`src/rtl/vmicro16_timer_multi_apb.sv`:
```
`timescale 1ns/1ps
`default_nettype none
// ============================================================================
// Module   : vmicro16_timer_multi_apb
// Brief    : Multi-channel APB timer: per-channel prescaler, reload counter,
//            one-shot/periodic mode, sticky pending flag and expiry pulse.
// Revision : 1.0 - initial release
// ============================================================================
module vmicro16_timer_multi_apb #(
  parameter DATA_WIDTH = 16,
  parameter CHANNELS   = 4,
  parameter NAME       = "TIMR"
) (
  input  logic                          clk,
  input  logic                          reset,
  input  logic [$clog2(CHANNELS)+1:0]   S_PADDR,
  input  logic                          S_PWRITE,
  input  logic                          S_PSELx,
  input  logic                          S_PENABLE,
  input  logic [DATA_WIDTH-1:0]         S_PWDATA,
  output logic [DATA_WIDTH-1:0]         S_PRDATA,
  output logic                          S_PREADY,
  output logic [CHANNELS-1:0]           out,
  output logic [CHANNELS-1:0]           irq_vec,
  output logic                          irq
);

  localparam int                    c_ch_w     = $clog2(CHANNELS);
  localparam logic [1:0]            c_reg_load = 2'd0;
  localparam logic [1:0]            c_reg_ctrl = 2'd1;
  localparam logic [1:0]            c_reg_pres = 2'd2;
  localparam logic [1:0]            c_reg_stat = 2'd3;
  localparam logic [DATA_WIDTH-1:0] c_one      = DATA_WIDTH'(1);

  if ((CHANNELS < 2) || (CHANNELS > 16) || ((CHANNELS & (CHANNELS - 1)) != 0)) begin : g_bad_channels
    $error("%s: CHANNELS must be a power of two in 2..16", NAME);
  end

  logic                  w_en;
  logic [c_ch_w-1:0]     w_ch;
  logic [1:0]            w_reg;
  logic [CHANNELS-1:0]   w_wr_load;
  logic [CHANNELS-1:0]   w_wr_ctrl;
  logic [CHANNELS-1:0]   w_wr_pres;
  logic [CHANNELS-1:0]   w_wr_stat;
  logic [CHANNELS-1:0]   w_tick;
  logic [CHANNELS-1:0]   w_expire;

  logic [DATA_WIDTH-1:0] r_load     [CHANNELS];
  logic [DATA_WIDTH-1:0] r_count    [CHANNELS];
  logic [DATA_WIDTH-1:0] r_pres     [CHANNELS];
  logic [DATA_WIDTH-1:0] r_pres_cnt [CHANNELS];
  logic [CHANNELS-1:0]   r_start;
  logic [CHANNELS-1:0]   r_oneshot;
  logic [CHANNELS-1:0]   r_inten;
  logic [CHANNELS-1:0]   r_pending;
  logic [CHANNELS-1:0]   r_out;

  assign w_en     = S_PSELx & S_PENABLE;
  assign w_ch     = S_PADDR[c_ch_w+1:2];
  assign w_reg    = S_PADDR[1:0];
  assign S_PREADY = w_en;
  assign out      = r_out;
  assign irq_vec  = r_pending & r_inten;
  assign irq      = |irq_vec;

  // A LOAD/CTRL write owns the channel for that cycle, so its tick is dropped.
  always_comb begin
    w_wr_load = '0;
    w_wr_ctrl = '0;
    w_wr_pres = '0;
    w_wr_stat = '0;
    w_tick    = '0;
    w_expire  = '0;
    for (int i = 0; i < CHANNELS; i++) begin
      if (w_en && S_PWRITE && (w_ch == c_ch_w'(i))) begin
        w_wr_load[i] = (w_reg == c_reg_load);
        w_wr_ctrl[i] = (w_reg == c_reg_ctrl);
        w_wr_pres[i] = (w_reg == c_reg_pres);
        w_wr_stat[i] = (w_reg == c_reg_stat);
      end
      w_tick[i]   = r_start[i] && (r_pres_cnt[i] == '0) && !w_wr_load[i] && !w_wr_ctrl[i];
      w_expire[i] = w_tick[i] && (r_count[i] == '0);
    end
  end

  always_ff @(posedge clk or negedge reset) begin
    if (!reset) begin
      for (int i = 0; i < CHANNELS; i++) begin
        r_load[i]     <= '0;
        r_count[i]    <= '0;
        r_pres[i]     <= '0;
        r_pres_cnt[i] <= '0;
      end
      r_start   <= '0;
      r_oneshot <= '0;
      r_inten   <= '0;
      r_pending <= '0;
      r_out     <= '0;
    end else begin
      for (int i = 0; i < CHANNELS; i++) begin
        r_out[i] <= w_expire[i];

        if (!r_start[i] || (r_pres_cnt[i] == '0)) begin
          r_pres_cnt[i] <= r_pres[i];
        end else begin
          r_pres_cnt[i] <= r_pres_cnt[i] - c_one;
        end

        if (w_wr_load[i]) begin
          r_load[i]  <= S_PWDATA;
          r_count[i] <= S_PWDATA;
        end else if (w_tick[i]) begin
          if (r_count[i] != '0) begin
            r_count[i] <= r_count[i] - c_one;
          end else if (!r_oneshot[i]) begin
            r_count[i] <= r_load[i];
          end
        end

        if (w_wr_ctrl[i]) begin
          r_start[i]   <= S_PWDATA[0];
          r_oneshot[i] <= S_PWDATA[1];
          r_inten[i]   <= S_PWDATA[2];
        end else if (w_expire[i] && r_oneshot[i]) begin
          r_start[i] <= 1'b0;
        end

        if (w_wr_pres[i]) begin
          r_pres[i] <= S_PWDATA;
        end

        // A new expiry beats a same-cycle clear so no interrupt is lost.
        if (w_expire[i] && r_inten[i]) begin
          r_pending[i] <= 1'b1;
        end else if (w_wr_stat[i] && S_PWDATA[0]) begin
          r_pending[i] <= 1'b0;
        end
      end
    end
  end

  always_comb begin
    S_PRDATA = '0;
    if (w_en) begin
      case (w_reg)
        c_reg_load: S_PRDATA = r_count[w_ch];
        c_reg_ctrl: S_PRDATA = DATA_WIDTH'({r_inten[w_ch], r_oneshot[w_ch], r_start[w_ch]});
        c_reg_pres: S_PRDATA = r_pres[w_ch];
        default:    S_PRDATA = DATA_WIDTH'(r_pending[w_ch]);
      endcase
    end
  end

endmodule
`default_nettype wire
```
`config.mk`:
```
export PLATFORM = sky130hd
export DESIGN_NAME = vmicro16_timer_multi_apb
export DESIGN_NICKNAME = d
export VERILOG_FILES = /design/src/rtl/vmicro16_timer_multi_apb.sv
export SDC_FILE = /design/constraint.sdc
export NUM_CORES = 1
export LEC_CHECK = 0
export CAP_MARGIN = 20
export CELL_PAD_IN_SITES_DETAIL_PLACEMENT = 1
export CELL_PAD_IN_SITES_GLOBAL_PLACEMENT = 2
export CORE_MARGIN = 2
export CORE_UTILIZATION = 34
export CTS_CLUSTER_SIZE = 25
export DETAILED_ROUTE_END_ITERATION = 10
export HOLD_SLACK_MARGIN = 0.1
export PLACE_DENSITY = 0.68
export SETUP_SLACK_MARGIN = 0.1
export SLEW_MARGIN = 20
export SYNTH_ARGS = -nofsm -noshare
export SYNTH_HDL_FRONTEND = slang
export SYNTH_SLANG_ARGS = --single-unit
```
`constraint.sdc`:
```
create_clock -name clk -period 3.2 [get_ports clk]
set_clock_uncertainty 0.15 [all_clocks]
set_input_delay 0.48 -clock clk [delete_from_list [all_inputs] [get_ports clk]]
set_output_delay 0.48 -clock clk [all_outputs]
set_load 0.01 [all_outputs]
```
==> results.cfg <==
[status]
status = complete, no violations

[grt]
antenna_found_initial = 0
met1_usage = 0.334
grt_first_pass_wirelength_um = 82900
grt_pass1_vias = 12700
grt-busiest-layer = met2
grt_util_met2 = 0.408
grt.overflow.total = 0
met3_usage = 0.0319
grt_use_total = 0.247
grt_max_degree = 77

[yosys]
synth_area_per_cell_um2 = 9.70
synth_nets = 1584
synthDistinctLibCells = 68
ys_seq_area_frac = 0.462
syn_area_um2 = 15000
yosys_warnings = 0
synthCells = 1543
synth_edf_count = 0
synthArstFlopShare = 1.00
synth_top_flop_cell = dfrtp_1
ys_seq_elements = 276

[final_layout]
fin_nets = 1672
final_cell_area_um2 = 17700
ff_latch_area_um2 = 6920
syn_to_final_growth_pct = 18.5
instances_no_fill = 2243
multi_input_area_um2 = 7600
fillers = 4905
drive_gt1_frac = 0.183

[critical_path]
cp_top_family = multiplexers
startpoint = r_count[9]
critical_path_buf_inv_count = 1
reg2reg_from = r_pres_cnt[48]
critPathArrivalTime_ps = 2430
crit_type = reg2out
critical_path.endpoint_type = output pin
critical_path.cell_chain = mux4_2 > mux2i_2 > nor2_1 > clkdlybuf4s50_1
required_ps = 2570
critPathSlowestCell = mux4_2
crit_fanout = 5
start_kind = flip-flop
max_stage_delay_ps = 560

[power]
total_power_uw = 14700
worst_ir_drop_vdd_uv = 361
p_leak_uw = 0.00787
power_density_nw_per_um2 = 827

[cts]
clk_pin_slew_ps = 60
htree_levels = 2
cts_sinks = 276
cts-root-buf = clkbuf_16
clock_latency_ps = 550
cts_tree = done
clk_path_buf_depth = 3
cts_buffers = 36

[flow_run]
maxCapViolations = 0

[sta]
setup_tns_ps = 0
drv_slew = 0
min_period_over_period = 0.955
fmax_mhz = 327
rsz0062_at_grt = false
final-setup-viol-count = 0
hold_viol = 0
worstMarginPinSlew_ps = 992
fin_crit_ps = 3060
slew_headroom = 0.336

[floorplanning]
num_rows = 76
die_y_um = 214
core_um2 = 43300
initial_utilization = 0.346
io_pins = 51
die_w_um = 214
die_area_um2 = 45700

[placed_design]
placed_cell_area_um2 = 16500
gp_congestion = 0.878
place_inst = 2167
numPortBuffers = 50
dp_hpwl_um = 38900

[detailed_routing]
routed_wl_um = 54700
vias = 12300
ant_nets = 0
vias_per_cell = 5.46
drt-pass1-iter-count = 8
drc_errors = 0
drt_iter0_markers = 933
wl_per_cell_um = 24.4

[worst_hold_path]
hold_start = r_load[42]
hold_class = reg2reg
routing by layer:
metal  share of wire  wire, µm
met5               0         0
met4           0.035      1900
met3           0.045      2480
met2            0.47     25800
met1            0.45     24500
through the flow:
stage | util | hold WS (ps) | setup WS [ps]
finish | 0.410 | 322 | 145
global route | 0.410 | 349 | 113
CTS | 0.408 | 329 | 111
detailed placement | 0.381 | 314 | 15.0
global placement | 0.381 | 309 | 46.9
floorplan | - | 34.4 | 594
final timing paths:
kind	end	slack, ps	cells past startpoint
setup / recovery	S_PRDATA[9]	140	4
hold / removal	r_load[42]	320	2
setup reg to reg	r_count[58]	450	8
hold reg to reg	r_load[42]	320	2
max in group asynchronous	r_pres_cnt[33]	1610	3
min in group asynchronous	r_pres_cnt[20]	370	2
synth_stat cells (10+ instances only):
library cell  count  share of area
a211oi_1         13         0.0065
a21o_1           10         0.0050
a21oi_1          36          0.012
a221o_1          18          0.012
a22oi_1          19         0.0095
a31oi_1          17         0.0071
buf_2            21         0.0070
clkbuf_1         63          0.016
dfrtp_1         276           0.46
ha_1             16          0.013
inv_1            24         0.0060
mux2_2           69          0.052
mux2i_1          17          0.011
mux4_2           37          0.056
nand2_1         341          0.086
nand3_1          32          0.011
nand4_1          11         0.0046
nor2_1          112          0.028
nor3_1           25         0.0084
nor4_1           26          0.011
o211ai_1         14         0.0070
o21ai_0          91          0.030
o31ai_1          14         0.0070
or3_1            13         0.0054
xnor2_1          63          0.037
xor2_1           26          0.015
kinds of logic after synthesis:
logic type               after synthesis  share of synthesized area
multiplexers                         123                      0.119
flip-flops                           276                      0.462
buffers and inverters                117                     0.0334
AO/OA/AOI/OAI                        268                      0.117
adder cells (fa/ha/maj)               16                     0.0134
AND/OR/NAND/NOR                      654                      0.203
XOR/XNOR                              89                     0.0521
flip-flops by register name (all words and copies together) (netlist names):
| signal | cells |
|---|---|
| r_count | 64 |
| r_pres_cnt | 64 |
| r_start | 4 |
| r_pres | 64 |
| r_inten | 4 |
| out | 4 |
| r_load | 64 |
| r_pending | 4 |
| r_oneshot | 4 |
worst reg2reg max path: cells and delay by family, from the launching register on:
kind | cells | cell delay (ps)
buf+inv | 1 | 110
fa+ha+maj | 1 | 140
compound gates | 2 | 460
flops | 1 | 430
simple gates | 4 | 1400
layout make-up:
type / count / area share
clock inverters: 6 / 0.00247
repair buffers: 143 / 0.0711
diodes: 1 / 0.000141
flip-flops and latches: 276 / 0.390
multi-input cells: 1150 / 0.429
well taps: 585 / 0.0413
inverters: 24 / 0.00508
clock buffers: 58 / 0.0607
cell usage in the layout, fill, tap and decap left out, types with 26 or more instances in the layout:
master             n
dfrtp_1          263
clkbuf_16         38
clkdlybuf4s50_1   43
mux4_2            37
nand3_1           32
mux2_2            69
o21ai_0           91
a21oi_1           35
nor2_1           112
nor4_1            26
xor2_1            26
nand2_1          341
buf_4             87
xnor2_1           63
where the power goes:
group | switching (µW) | leakage [µW] | internal, µW
Combinational | 2820 | 0.00370 | 2370
Clock | 1590 | 0.000545 | 2300
Sequential | 1290 | 0.00362 | 4300
Total | 5700 | 0.00787 | 8970
timing repair:
action,CTS,global route
pin swaps,0,0
setup buffers,6,4
endpoints found under the hold margin,71,0
endpoints found under the setup margin,10,16
resized for setup,15,13
hold buffers,1,0
No activity file was read; power rests on OpenSTA's default activity.
